--- src/rtl/i2c_sda_ctrl.sv ---
// SDA data stage of the I2C master: drives START/address/data/ACK/STOP onto SDA
// and samples slave ACK and read data at mid-SCL-high.
module i2c_sda_ctrl #(
  parameter int unsigned T_LOW    = 6,
  parameter int unsigned T_HIGH   = 4,
  parameter int unsigned DATA_LEN = 8,
  parameter int unsigned CHG_PT   = 1
) (
  input  logic       clk,
  input  logic       rst,
  input  logic [3:0] state_master,
  input  logic [6:0] count_ctrl,
  input  logic [3:0] count,
  input  logic       count_inc,
  input  logic       load_addr,
  input  logic [6:0] slave_addr,
  input  logic       rw,
  input  logic [7:0] wr_data,
  input  logic       send_nack,
  input  logic       sda_in,
  output logic       sda_out,
  output logic       sda_oe,
  output logic [7:0] rd_data,
  output logic       rd_valid,
  output logic       ack_ok,
  output logic       ack_valid
);

  localparam int unsigned SAMPLE_PT = T_LOW + T_HIGH / 2;

  typedef enum logic [3:0] {
    ST_IDLE         = 4'd0,
    ST_READY        = 4'd1,
    ST_SEND_ADDR    = 4'd2,
    ST_CHK_ACK_ADDR = 4'd3,
    ST_WRITE        = 4'd4,
    ST_CHK_ACK_DATA = 4'd5,
    ST_READ         = 4'd6,
    ST_SEND_ACK     = 4'd7,
    ST_STOP         = 4'd8
  } state_t;

  logic [3:0] prev_state;
  logic [7:0] tx_sr, rx_sr;
  logic [7:0] tx_nxt, rx_nxt, tx_cur, rx_cur, rd_data_nxt;
  logic       sda_out_nxt, sda_oe_nxt, rd_valid_nxt, ack_ok_nxt, ack_valid_nxt;
  logic       entry, at_chg, at_sample, last_bit;

  assign entry     = (state_master != prev_state);
  assign at_chg    = (count_ctrl == 7'(CHG_PT));
  assign at_sample = (count_ctrl == 7'(SAMPLE_PT));
  assign last_bit  = (count == 4'(DATA_LEN - 1));

  // Next-value logic; the state seen this cycle (including one just entered) wins.
  always_comb begin
    tx_nxt        = tx_sr;
    rx_nxt        = rx_sr;
    rd_data_nxt   = rd_data;
    sda_out_nxt   = sda_out;
    sda_oe_nxt    = sda_oe;
    rd_valid_nxt  = 1'b0;
    ack_ok_nxt    = ack_ok;
    ack_valid_nxt = 1'b0;
    tx_cur        = (state_master == ST_WRITE && entry) ? wr_data : tx_sr;
    rx_cur        = (state_master == ST_READ && entry) ? 8'h00 : rx_sr;

    case (state_master)
      ST_IDLE: begin
        sda_oe_nxt  = 1'b0;
        sda_out_nxt = 1'b1;
        if (load_addr) tx_nxt = {slave_addr, rw};
      end
      ST_READY: begin
        sda_oe_nxt  = 1'b1;
        sda_out_nxt = 1'b0;
      end
      ST_SEND_ADDR, ST_WRITE: begin
        sda_oe_nxt = 1'b1;
        tx_nxt     = tx_cur;
        if (at_chg) sda_out_nxt = tx_cur[7];
        if (count_inc) tx_nxt = {tx_cur[6:0], 1'b0};
      end
      ST_CHK_ACK_ADDR, ST_CHK_ACK_DATA: begin
        if (at_chg) sda_oe_nxt = 1'b0;
        if (at_sample) begin
          ack_ok_nxt    = ~sda_in;
          ack_valid_nxt = 1'b1;
        end
      end
      ST_READ: begin
        rx_nxt = rx_cur;
        if (at_chg) sda_oe_nxt = 1'b0;
        if (at_sample) begin
          rx_nxt = {rx_cur[6:0], sda_in};
          if (last_bit) begin
            rd_data_nxt  = {rx_cur[6:0], sda_in};
            rd_valid_nxt = 1'b1;
          end
        end
      end
      ST_SEND_ACK: begin
        if (at_chg) begin
          sda_oe_nxt  = 1'b1;
          sda_out_nxt = send_nack;
        end
      end
      ST_STOP: begin
        if (at_chg) begin
          sda_oe_nxt  = 1'b1;
          sda_out_nxt = 1'b0;
        end
        if (at_sample) sda_out_nxt = 1'b1;
      end
      default: begin
        sda_oe_nxt  = 1'b0;
        sda_out_nxt = 1'b1;
      end
    endcase
  end

  always_ff @(posedge clk or posedge rst) begin
    if (rst) begin
      prev_state <= ST_IDLE;
      tx_sr      <= 8'h00;
      rx_sr      <= 8'h00;
      sda_out    <= 1'b1;
      sda_oe     <= 1'b0;
      rd_data    <= 8'h00;
      rd_valid   <= 1'b0;
      ack_ok     <= 1'b0;
      ack_valid  <= 1'b0;
    end else begin
      prev_state <= state_master;
      tx_sr      <= tx_nxt;
      rx_sr      <= rx_nxt;
      sda_out    <= sda_out_nxt;
      sda_oe     <= sda_oe_nxt;
      rd_data    <= rd_data_nxt;
      rd_valid   <= rd_valid_nxt;
      ack_ok     <= ack_ok_nxt;
      ack_valid  <= ack_valid_nxt;
    end
  end

endmodule

--- config.mk ---
export PLATFORM = sky130hd
export DESIGN_NAME = i2c_sda_ctrl
export DESIGN_NICKNAME = d
export VERILOG_FILES = /design/src/rtl/i2c_sda_ctrl.sv
export SDC_FILE = /design/constraint.sdc
export NUM_CORES = 1
export LEC_CHECK = 0
export ABC_AREA = 1
export BUFFER_PORTS_ARGS = -buffer_cell sky130_fd_sc_hd__buf_2
export CELL_PAD_IN_SITES_DETAIL_PLACEMENT = 0
export CELL_PAD_IN_SITES_GLOBAL_PLACEMENT = 1
export CORE_MARGIN = 2
export CORE_UTILIZATION = 33
export CTS_CLUSTER_SIZE = 25
export DETAILED_ROUTE_END_ITERATION = 16
export HOLD_SLACK_MARGIN = 0.02
export PLACE_DENSITY = 0.72
export SYNTH_ARGS = -nofsm -noshare
export SYNTH_HDL_FRONTEND = slang
export SYNTH_SLANG_ARGS = --single-unit
--- constraint.sdc ---
create_clock -name clk -period 1.2 [get_ports clk]
set_input_delay 0.24 -clock clk [delete_from_list [all_inputs] [get_ports clk]]
set_output_delay 0.24 -clock clk [all_outputs]
set_load 0.1 [all_outputs]
==> reports/qor.yml <==
period_minus_slack_ns: 1.32
synth-seq-area-share_pct: 43.0
power_frac_seq_pct: 40.6
p_clk_share_pct: 34.1
portBuffers: 49
n_antenna_cell: 0
p_leak_nw: 1.52
wl_mm: 4.91
final_cells: 417
synth_top_cell_area_share_pct: 41.6
cp_data_required_time_ns: 1.38
viasPerCell: 4.56
synthDistinctLibCells: 29
crit_path_max_fanout: 8
hold_ws_ns: 0.119
cts_buffer_depth: 2
start_util_pct: 34.1
setup_tns_ns: -1.27
cts_buffers: 5
cp-end-kind: "flop"
drv_slew: 0
core_sq_mm: 0.00547
irDropWorstVdd_mv: 0.522
finalCritPeriodShare_pct: 110
setup_ws_ns: -0.115
slew_headroom_pct: 75.1
rows: 27
vias: 1901
clock_latency_ns: 0.28
synthesis.nets: 298
power_density_mw_per_mm2: 1030
placed_cells: 405
ys_ff_latch: 32
wire_per_inst_um: 11.8
avgSynthCellArea_sq_um: 7.15
multi_input_area_sq_mm: 0.00104
grt_max_degree: 33
grt_pass1_wl_mm: 8.13
grt_setup_unrepaired: "true"
cts.reportedPaths.clkPinSlew_ns: 0.07
ff_latch_area_sq_um: 802
gp_congestion: 0.836
yosys.area.top_type: "dfrtp_1"
ios: 50
netlist_area_sq_mm: 0.00187
cts_tree: "built"
hold_path_class: "in -> reg"
route.detailed.drc: 0
cts_max_level: 2
ant_nets: 0
fin_area_sq_mm: 0.00290
finalNetCount: 381
synth_edf_count: 0
syn_inst: 261
drt_iter0_drc: 106
syn2layout_area_growth_pct: 55.5
overflow: 0
power.internal_mw: 2.10
p_comb_share_pct: 25.3
clock-sinks: 32
antenna_found_initial: 0
max_freq_ghz: 0.760
first_pass_iters: 4
clockRootBuffer: "clkbuf_8"
switching_share_pct: 29.9
die_width_um: 79.2
crit_type: "reg -> reg"
ys_top_cells_by_count: "nand2_1 (82), nand3_1 (44), inv_1 (34), dfrtp_1 (31)"
place_hpwl_mm: 3.58
clock_skew_ns: 0.00268
crit_path_start_kind: "flop"
synth_ff_type: "dfrtp_1"
grt_pass1_vias: 1762
worst_slew_pin_slew_ns: 0.372
drv_cap: 0
ys_warn_count: 0
grt_use_total_pct: 16.6
violations: "setup timing"
dieArea_sq_mm: 0.00627
fillerInstances: 549
hold_viol_final: 0
status: "finished with violations"
ys_top_cells_by_area: "dfrtp_1 (42%), nand2_1 (16%), nand3_1 (12%)"
setup_viol: 18
place_area_sq_mm: 0.00264
drive_gt1_share_pct: 40.0
yosysMostFrequentCell: "nand2_1"
die_h_um: 79.2
arrival_ns: 1.49
async_reset_ff_share_pct: 100
power.net_switching_mw: 0.899
path summary, 6_finish.rpt:
path,depth (start not counted),from,slack [ns],end
worst max register to register,10,prev_state[2]$_DFF_PP0_,-0.12,tx_sr[7]$_DFFE_PP0P_
worst min-delay path,1,state_master[1],0.12,prev_state[1]$_DFF_PP0_
max in group asynchronous,4,rst,0.41,sda_out$_DFFE_PP1P_
worst min register to register,2,rx_sr[2]$_DFFE_PP0P_,0.48,rx_sr[2]$_DFFE_PP0P_
min in group asynchronous,4,rst,0.55,ack_valid$_DFF_PP0_
worst max-delay path,10,prev_state[2]$_DFF_PP0_,-0.12,tx_sr[7]$_DFFE_PP0P_
worst max-delay path: stages, from the launching register on:
cell,delay (ns)
dfrtp_1,0.38
nand2_1,0.07
nand2_2,0.07
nor2_4,0.14
nand2_4,0.12
nand2_8,0.12
nand2_2,0.07
nand3_1,0.07
nand3_1,0.08
nand2_1,0.07
inv_1,0.04
final cells by class:
type	instances	share of cell area, %
inverters	42	5.52
multi-input cells	184	35.7
clock inverters	2	1.21
clock buffers	6	2.50
well taps	72	3.10
repair buffers	79	24.3
flip-flops and latches	32	27.6
placed cells by master (no fill, tap or decap), drive strengths merged:
master	instances
nor3	3
dfstp	1
a21oi	2
a31oi	1
nor2b	1
a22oi	1
nor2	16
nand3b	1
inv	42
dfrtp	31
buf	78
clkinv	1
nand3	45
and3	1
nand2	88
nand4	1
o21a	2
bufinv	1
o21ai	20
clkbuf	6
dlygate4sd3	1
nor3b	2
sequential cells by signal (all words and copies together) (netlist names):
register	count
rd_data	8
tx_sr	8
rx_sr	7
prev_state	4
ack_ok	1
ack_valid	1
rd_valid	1
sda_oe	1
sda_out	1
power groups by stage:
stage	Sequential [mW]	Clock, mW	Combinational (mW)
2_1_floorplan	1.31	0	0.333
3_3_place_gp	1.24	0	0.673
3_5_place_dp	1.24	0	0.671
4_1_cts	1.22	1.06	0.735
5_1_grt	1.23	1.11	0.846
6_report	1.22	1.02	0.760
timing repair:
action                                 in CTS  in global routing
gates cloned                                1                  0
endpoints found under the hold margin      31                  0
hold buffers                                1                  0
buffers inserted                            2                  0
resized for setup                          21                 12
pin swaps                                   7                  9
setup endpoints to repair                  23                 27
metrics by stage:
stage               power (mW)  util, %  setup slack [ns]
finish                    3.00     53.0            -0.115
global route              3.19     53.0            -0.225
CTS                       3.01     52.2            -0.104
detailed placement        1.91     48.3            -0.362
global placement          1.91     48.3            -0.387
floorplan                 1.64        -           -0.0144
layer usage:
layer,vias up,share of wire [%],wire length [um],GRT usage [%]
met2,47,47,2320,26.2
met5,-,0,0,0
met3,5,4.1,201,3.98
met4,0,1.2,60,4.83
li1,995,-,-,-
met1,854,47,2330,22.5
cell families (layout without fill, tap and decap cells):
group | after synthesis | after routing | synth area share, %
buf+inv | 46 | 129 | 9.99
simple gates | 157 | 158 | 39.6
compound gates | 26 | 26 | 7.44
flops | 32 | 32 | 43.0
Note: power is estimated with default switching activity, not from simulation.
